**src/rtl/bram_scan_sequencer_pkg.sv**
```systemverilog
// Shared widths, pipeline latencies and FSM encodings for the BRAM scan sequencer.
package bram_scan_sequencer_pkg;

    localparam int DEF_J_SIZE            = 9;
    localparam int DEF_X_SIZE            = 3;
    localparam int DEF_BRAM_NUMBER_SIZE  = 5;
    localparam int DEF_BRAM_ADDRESS_SIZE = 8;

    localparam int DEF_CALC_LATENCY = 1;
    localparam int DEF_READ_LATENCY = 1;

    typedef logic [1:0] state_t;

    localparam state_t S_IDLE  = 2'd0;
    localparam state_t S_RUN   = 2'd1;
    localparam state_t S_DRAIN = 2'd2;
    localparam state_t S_DONE  = 2'd3;

    function automatic logic is_busy_state(input state_t s);
        return (s == S_RUN) || (s == S_DRAIN);
    endfunction

endpackage

```
**src/rtl/bram_scan_sequencer_valid_delay_line.sv**
```systemverilog
// N-stage shift register carrying a {valid,last} beat; last is forced low on empty stages.
module valid_delay_line #(
    parameter int N = 1
) (
    input  logic clock,
    input  logic reset_n,
    input  logic valid_i,
    input  logic last_i,
    output logic valid_o,
    output logic last_o,
    output logic inner_o
);

    generate
        if (N == 0) begin : g_pass
            assign valid_o = valid_i;
            assign last_o  = valid_i & last_i;
            assign inner_o = 1'b0;
        end else begin : g_shift
            logic [N-1:0] valid_q;
            logic [N-1:0] last_q;

            always_ff @(posedge clock or negedge reset_n) begin
                if (!reset_n) begin
                    valid_q <= '0;
                    last_q  <= '0;
                end else begin
                    valid_q[0] <= valid_i;
                    last_q[0]  <= valid_i & last_i;
                    for (int i = 1; i < N; i++) begin
                        valid_q[i] <= valid_q[i-1];
                        last_q[i]  <= last_q[i-1];
                    end
                end
            end

            assign valid_o = valid_q[N-1];
            assign last_o  = last_q[N-1];

            // inner_o reports beats still in flight ahead of the output stage
            if (N == 1) begin : g_one
                assign inner_o = 1'b0;
            end else begin : g_many
                assign inner_o = |valid_q[N-2:0];
            end
        end
    endgenerate

endmodule

```
**src/rtl/bram_scan_sequencer.sv**
```systemverilog
// Sweeps (j, x_enc) for the BRAM address calculator and tracks beats through calc/read latency.
// Optional stall_cycles counter is built when BRAM_SCAN_STALL_CNT_EN is defined.
module bram_scan_sequencer
    import bram_scan_sequencer_pkg::*;
#(
    parameter int J_SIZE       = DEF_J_SIZE,
    parameter int X_SIZE       = DEF_X_SIZE,
    parameter int CALC_LATENCY = DEF_CALC_LATENCY,
    parameter int READ_LATENCY = DEF_READ_LATENCY
) (
    input  logic              clock,
    input  logic              reset_n,
    input  logic              start,
    input  logic              abort,
    input  logic [J_SIZE-1:0] j_last,
    input  logic [X_SIZE-1:0] x_last,
    input  logic              out_ready,
    output logic [J_SIZE-1:0] j,
    output logic [X_SIZE-1:0] x_enc,
    output logic              addr_valid,
    output logic              addr_last,
    output logic              data_valid,
    output logic              data_last,
    output logic              busy,
    output logic              done
`ifdef BRAM_SCAN_STALL_CNT_EN
    ,
    output logic [15:0]       stall_cycles
`endif
);

    state_t state_q, state_d;
    logic [J_SIZE-1:0] j_q, j_d;
    logic [X_SIZE-1:0] x_q, x_d;
    logic [J_SIZE-1:0] jLast_q, jLast_d;
    logic [X_SIZE-1:0] xLast_q, xLast_d;

    logic startAccept;
    logic atFinal;
    logic issue;
    logic calcInner;
    logic readInner;
    logic drainsNext;

    assign startAccept = (state_q == S_IDLE) && start && !abort;
    assign atFinal     = (j_q == jLast_q) && (x_q == xLast_q);
    // An abort only wins over an issue that is not the final one
    assign issue       = (state_q == S_RUN) && out_ready && (!abort || atFinal);

    // DRAIN can leave once only the output stage of the read line may still hold a beat
    assign drainsNext = (READ_LATENCY == 0) ? !calcInner
                                            : (!calcInner && !addr_valid && !readInner);

    always_comb begin
        state_d = state_q;
        j_d     = j_q;
        x_d     = x_q;
        jLast_d = jLast_q;
        xLast_d = xLast_q;
        case (state_q)
            S_IDLE: begin
                if (startAccept) begin
                    state_d = S_RUN;
                    j_d     = '0;
                    x_d     = '0;
                    jLast_d = j_last;
                    xLast_d = x_last;
                end
            end
            S_RUN: begin
                if (issue) begin
                    if (atFinal) begin
                        state_d = S_DRAIN;
                        j_d     = '0;
                        x_d     = '0;
                    end else if (j_q == jLast_q) begin
                        j_d = '0;
                        x_d = x_q + X_SIZE'(1);
                    end else begin
                        j_d = j_q + J_SIZE'(1);
                    end
                end else if (abort) begin
                    state_d = S_DRAIN;
                end
            end
            S_DRAIN: begin
                if (drainsNext) begin
                    state_d = S_DONE;
                end
            end
            S_DONE: begin
                state_d = S_IDLE;
            end
            default: begin
                state_d = S_IDLE;
            end
        endcase
    end

    always_ff @(posedge clock or negedge reset_n) begin
        if (!reset_n) begin
            state_q <= S_IDLE;
            j_q     <= '0;
            x_q     <= '0;
            jLast_q <= '0;
            xLast_q <= '0;
        end else begin
            state_q <= state_d;
            j_q     <= j_d;
            x_q     <= x_d;
            jLast_q <= jLast_d;
            xLast_q <= xLast_d;
        end
    end

    valid_delay_line #(
        .N(CALC_LATENCY)
    ) u_calc_stage (
        .clock   (clock),
        .reset_n (reset_n),
        .valid_i (issue),
        .last_i  (atFinal),
        .valid_o (addr_valid),
        .last_o  (addr_last),
        .inner_o (calcInner)
    );

    valid_delay_line #(
        .N(READ_LATENCY)
    ) u_read_stage (
        .clock   (clock),
        .reset_n (reset_n),
        .valid_i (addr_valid),
        .last_i  (addr_last),
        .valid_o (data_valid),
        .last_o  (data_last),
        .inner_o (readInner)
    );

    assign j     = j_q;
    assign x_enc = x_q;
    assign busy  = is_busy_state(state_q);
    assign done  = (state_q == S_DONE);

`ifdef BRAM_SCAN_STALL_CNT_EN
    logic [15:0] stall_q, stall_d;

    always_comb begin
        stall_d = stall_q;
        if (startAccept) begin
            stall_d = '0;
        end else if ((state_q == S_RUN) && !out_ready && (stall_q != 16'hFFFF)) begin
            stall_d = stall_q + 16'd1;
        end
    end

    always_ff @(posedge clock or negedge reset_n) begin
        if (!reset_n) begin
            stall_q <= '0;
        end else begin
            stall_q <= stall_d;
        end
    end

    assign stall_cycles = stall_q;
`endif

endmodule

```
**config.mk**
```make
export PLATFORM = sky130hd
export DESIGN_NAME = bram_scan_sequencer
export DESIGN_NICKNAME = d
export VERILOG_FILES = /design/src/rtl/bram_scan_sequencer_pkg.sv /design/src/rtl/bram_scan_sequencer_valid_delay_line.sv /design/src/rtl/bram_scan_sequencer.sv
export SDC_FILE = /design/constraint.sdc
export NUM_CORES = 1
export LEC_CHECK = 0
export ABC_CLOCK_PERIOD_IN_PS = 1950
export CORE_MARGIN = 2
export CORE_UTILIZATION = 45
export DETAILED_ROUTE_END_ITERATION = 10
export PLACE_DENSITY = 0.85
export SYNTH_ARGS = -nofsm -noshare
export SYNTH_HDL_FRONTEND = slang
export SYNTH_SLANG_ARGS = --single-unit
```
**constraint.sdc**
```tcl
create_clock -name clock -period 1.95 [get_ports clock]
set_input_delay 0.39 -clock clock [delete_from_list [all_inputs] [get_ports clock]]
set_output_delay 0.39 -clock clock [all_outputs]
set_load 0.005 [all_outputs]
```
==> results.json <==
{
  "rsz0062_at_grt": "true",
  "slew_viol_final": 0,
  "drv_cap": 0,
  "yosysWarnings": 0,
  "htreeDepth": 2,
  "status": "finished clean",
  "dp_slack_ps": -93.24,
  "slowest_stage": "dfrtp_2",
  "first_pass_iters": 4,
  "die_h_um": 63.21,
  "ys_top_cells_by_area": "dfrtp_1, mux2_2, xor2_1",
  "syn_inst": 140,
  "worstSetupEndpointType": "register",
  "swShare_pct": 35.42,
  "synth-seq-cells": 30,
  "overflow": 0,
  "gp_routability_congestion": 0.8736,
  "met3_usage_pct": 5.714,
  "synth_top_cell_area_share_pct": 47.58,
  "vias": 1380,
  "route.detailed.drc": 0,
  "synth_compound_area_share_pct": 12.85,
  "cts_num_sinks": 30,
  "crit_family": "simple AND/OR/NAND/NOR gates",
  "pwr-share-seq_pct": 32.4,
  "power.density_nw_per_um2": 1266,
  "grt_usage_pct": 20.48,
  "slew_headroom_pct": 68.13,
  "cts_tree": "built",
  "leakagePower_nw": 1.090,
  "max_freq_mhz": 516.5,
  "fin_nets": 232,
  "synth.most_common_cell": "dfrtp_1",
  "synth_fa_ha_area_share_pct": 4.758,
  "fp-row-count": 21,
  "async_flop_share_pct": 100.0,
  "synthDistinctLibCells": 33,
  "pwr-share-comb_pct": 52.1,
  "arrival_ps": 2170,
  "worstHoldPathType": "in2async",
  "die_area_um2": 3996,
  "cts_buffers": 5,
  "grt_start_max_net_pins": 31,
  "use_met1_pct": 25.50,
  "synth-seq-area-share_pct": 47.58,
  "worstPathRequired_ps": 2180,
  "crit_type": "reg2reg",
  "synth_xor_xnor_area_share_pct": 6.661,
  "setup_slack_ps": 13.84,
  "grt_pass1_vias": 1381,
  "grt_first_pass_wirelength_um": 6313,
  "ioPinCount": 35,
  "hpwl_um": 2754,
  "final-setup-viol-count": 0,
  "synth_top_family_by_area": "simple AND/OR/NAND/NOR gates",
  "synthFlopType": "dfrtp_1",
  "routed_via_density": 5.391,
  "worst_pin_slew_ps": 474.0,
  "p_clk_share_pct": 15.5,
  "synth.net_count": 163,
  "synthTopCellsByCount": "dfrtp_1, a31oi_1, mux2_2",
  "hold_viol": 0,
  "worstSkewPairLatency_ps": 340,
  "p_int_mw": 1.927,
  "syn-mean-instance-area_um2": 11.27,
  "fin_crit_ps": 1936,
  "root_buffer": "clkbuf_4",
  "num_antenna_cells": 0,
  "grt_antenna_before_repair": 0,
  "synth-simple-area-share_pct": 15.15,
  "finalCritPeriodShare_pct": 99.29,
  "die_w_um": 63.21,
  "fin_skew_ps": 11.02,
  "drt-wirelength-per-cell_um": 14.75,
  "area_delta_synth_final_pct": 49.41,
  "port_buffers": 34,
  "synth_edf_count": 0,
  "top_usage_layer": "met2",
  "synth.area.mux_share_pct": 10.86,
  "ir_worst_vdd_mv": 0.6509,
  "final_core_util_pct": 70.09,
  "cp-start-kind": "register",
  "cp_max_fo": 3,
  "crit_chain": "xor2_2 > nor4_4 > buf_4 > a31oi_4 > or3_4 > mux2_4",
  "cp_num_buf_inv": 1,
  "core_area_um2": 3363,
  "path_clk_slew_ps": 100,
  "start_util_pct": 46.91,
  "ant_nets": 0,
  "drt_iter0_drc": 52,
  "wl_um": 3777,
  "synth_top_cell_by_area": "dfrtp_1",
  "design_power_total_mw": 2.984,
  "cts.path.max_buffers": 2,
  "use_met2_pct": 33.24,
  "syn_area_um2": 1578,
  "slowest_delay_ps": 440,
  "drive_gt1_share_pct": 31.43,
  "switchingPower_mw": 1.057
}
==> layout make-up <==
cell class,instances,area (µm²)
tap,46,57.56
fill,251,1006
sequential,30,753.2
timing repair buffer,65,591.8
multi-input combinational,101,853.3
inverter,6,22.52
clock buffer,8,78.83
==> power by group through the flow <==
stage                     Clock, mW  Sequential [mW]  Combinational (mW)
after global placement            0            0.965                1.39
final                         0.463            0.966                1.56
after detailed placement          0            0.984                1.45
after CTS                     0.470            0.967                1.48
after floorplan                   0            0.957               0.843
after global routing          0.511            0.988                1.68
==> stage by stage <==
step                      instances  area [µm²]  hold WS [ps]  setup TNS [ps]
final                           256        2357         430.4               0
after detailed placement        245        2231         415.5          -383.2
after global routing            256        2357         462.7          -315.4
after CTS                       255        2323         437.3               0
after floorplan                 140        1623         94.41          -4.103
after global placement          245        2231         415.3          -290.4
==> cell usage in the layout, fill, tap and decap left out, drive strengths merged <==
cell type,count
nor2,5
o31a,1
nand3b,1
nand2,3
nor3,3
o211ai,1
or2b,6
mux2,14
a22o,1
nand3,4
inv,6
a22oi,2
clkdlybuf4s50,33
and3,6
nor4,1
a31oi,16
nor3b,1
dlygate4sd2,1
and2,1
o21ai,5
a21oi,2
clkbuf,8
nand2b,3
or3,2
ha,6
nand4,2
buf,31
o31ai,2
mux2i,1
dfrtp,30
xor2,12
==> metal layers <==
| metal | vias up | wire length, µm |
|---|---|---|
| met5 | - | 0 |
| met4 | 0 | 80 |
| met3 | 9 | 179 |
| met2 | 47 | 1894 |
| met1 | 678 | 1623 |
| li1 | 646 | - |
==> what timing repair did <==
item / CTS / global route
setup buffers: 2 / 0
cloned: 0 / 1
hold buffers: 0 / 0
gates resized for setup: 2 / 8
endpoints found under the setup margin: 4 / 14
pin swaps: 1 / 3
==> registers in the layout (all words and copies together) (netlist names) <==
signal,count
jLast_q,9
j,9
xLast_q,3
x_enc,3
state_q,2
u_calc_stage.last_o,1
u_calc_stage.valid_o,1
u_read_stage.last_o,1
u_read_stage.valid_o,1
==> worst reg2reg max path, stage by stage (launching register included) <==
cell and delay (ps):
dfrtp_2 440, xor2_2 160, nor4_4 270, buf_4 180, a31oi_4 90, or3_4 380
mux2_4 300
==> final timing paths <==
kind,start,to,slack [ps],depth (start not counted)
min,reset_n,x_enc[1],430,2
min reg2reg,u_calc_stage.valid_o,u_read_stage.valid_o,430,0
max,j[3],x_enc[0],10,6
max in group asynchronous,reset_n,j[5],1220,2
max reg2reg,j[3],x_enc[0],10,6
min in group clock,u_calc_stage.valid_o,u_read_stage.valid_o,430,0
==> cell families (layout without fill, tap and decap cells) <==
logic type | after synthesis | count (layout)
AND/OR/NAND/NOR | 38 | 38
AO/OA/AOI/OAI | 30 | 30
flip-flops | 30 | 30
buffers and inverters | 9 | 79
adder cells (fa/ha/maj) | 6 | 6
XOR/XNOR | 12 | 12
multiplexers | 15 | 15
Note: power is estimated with default switching activity, not from simulation.
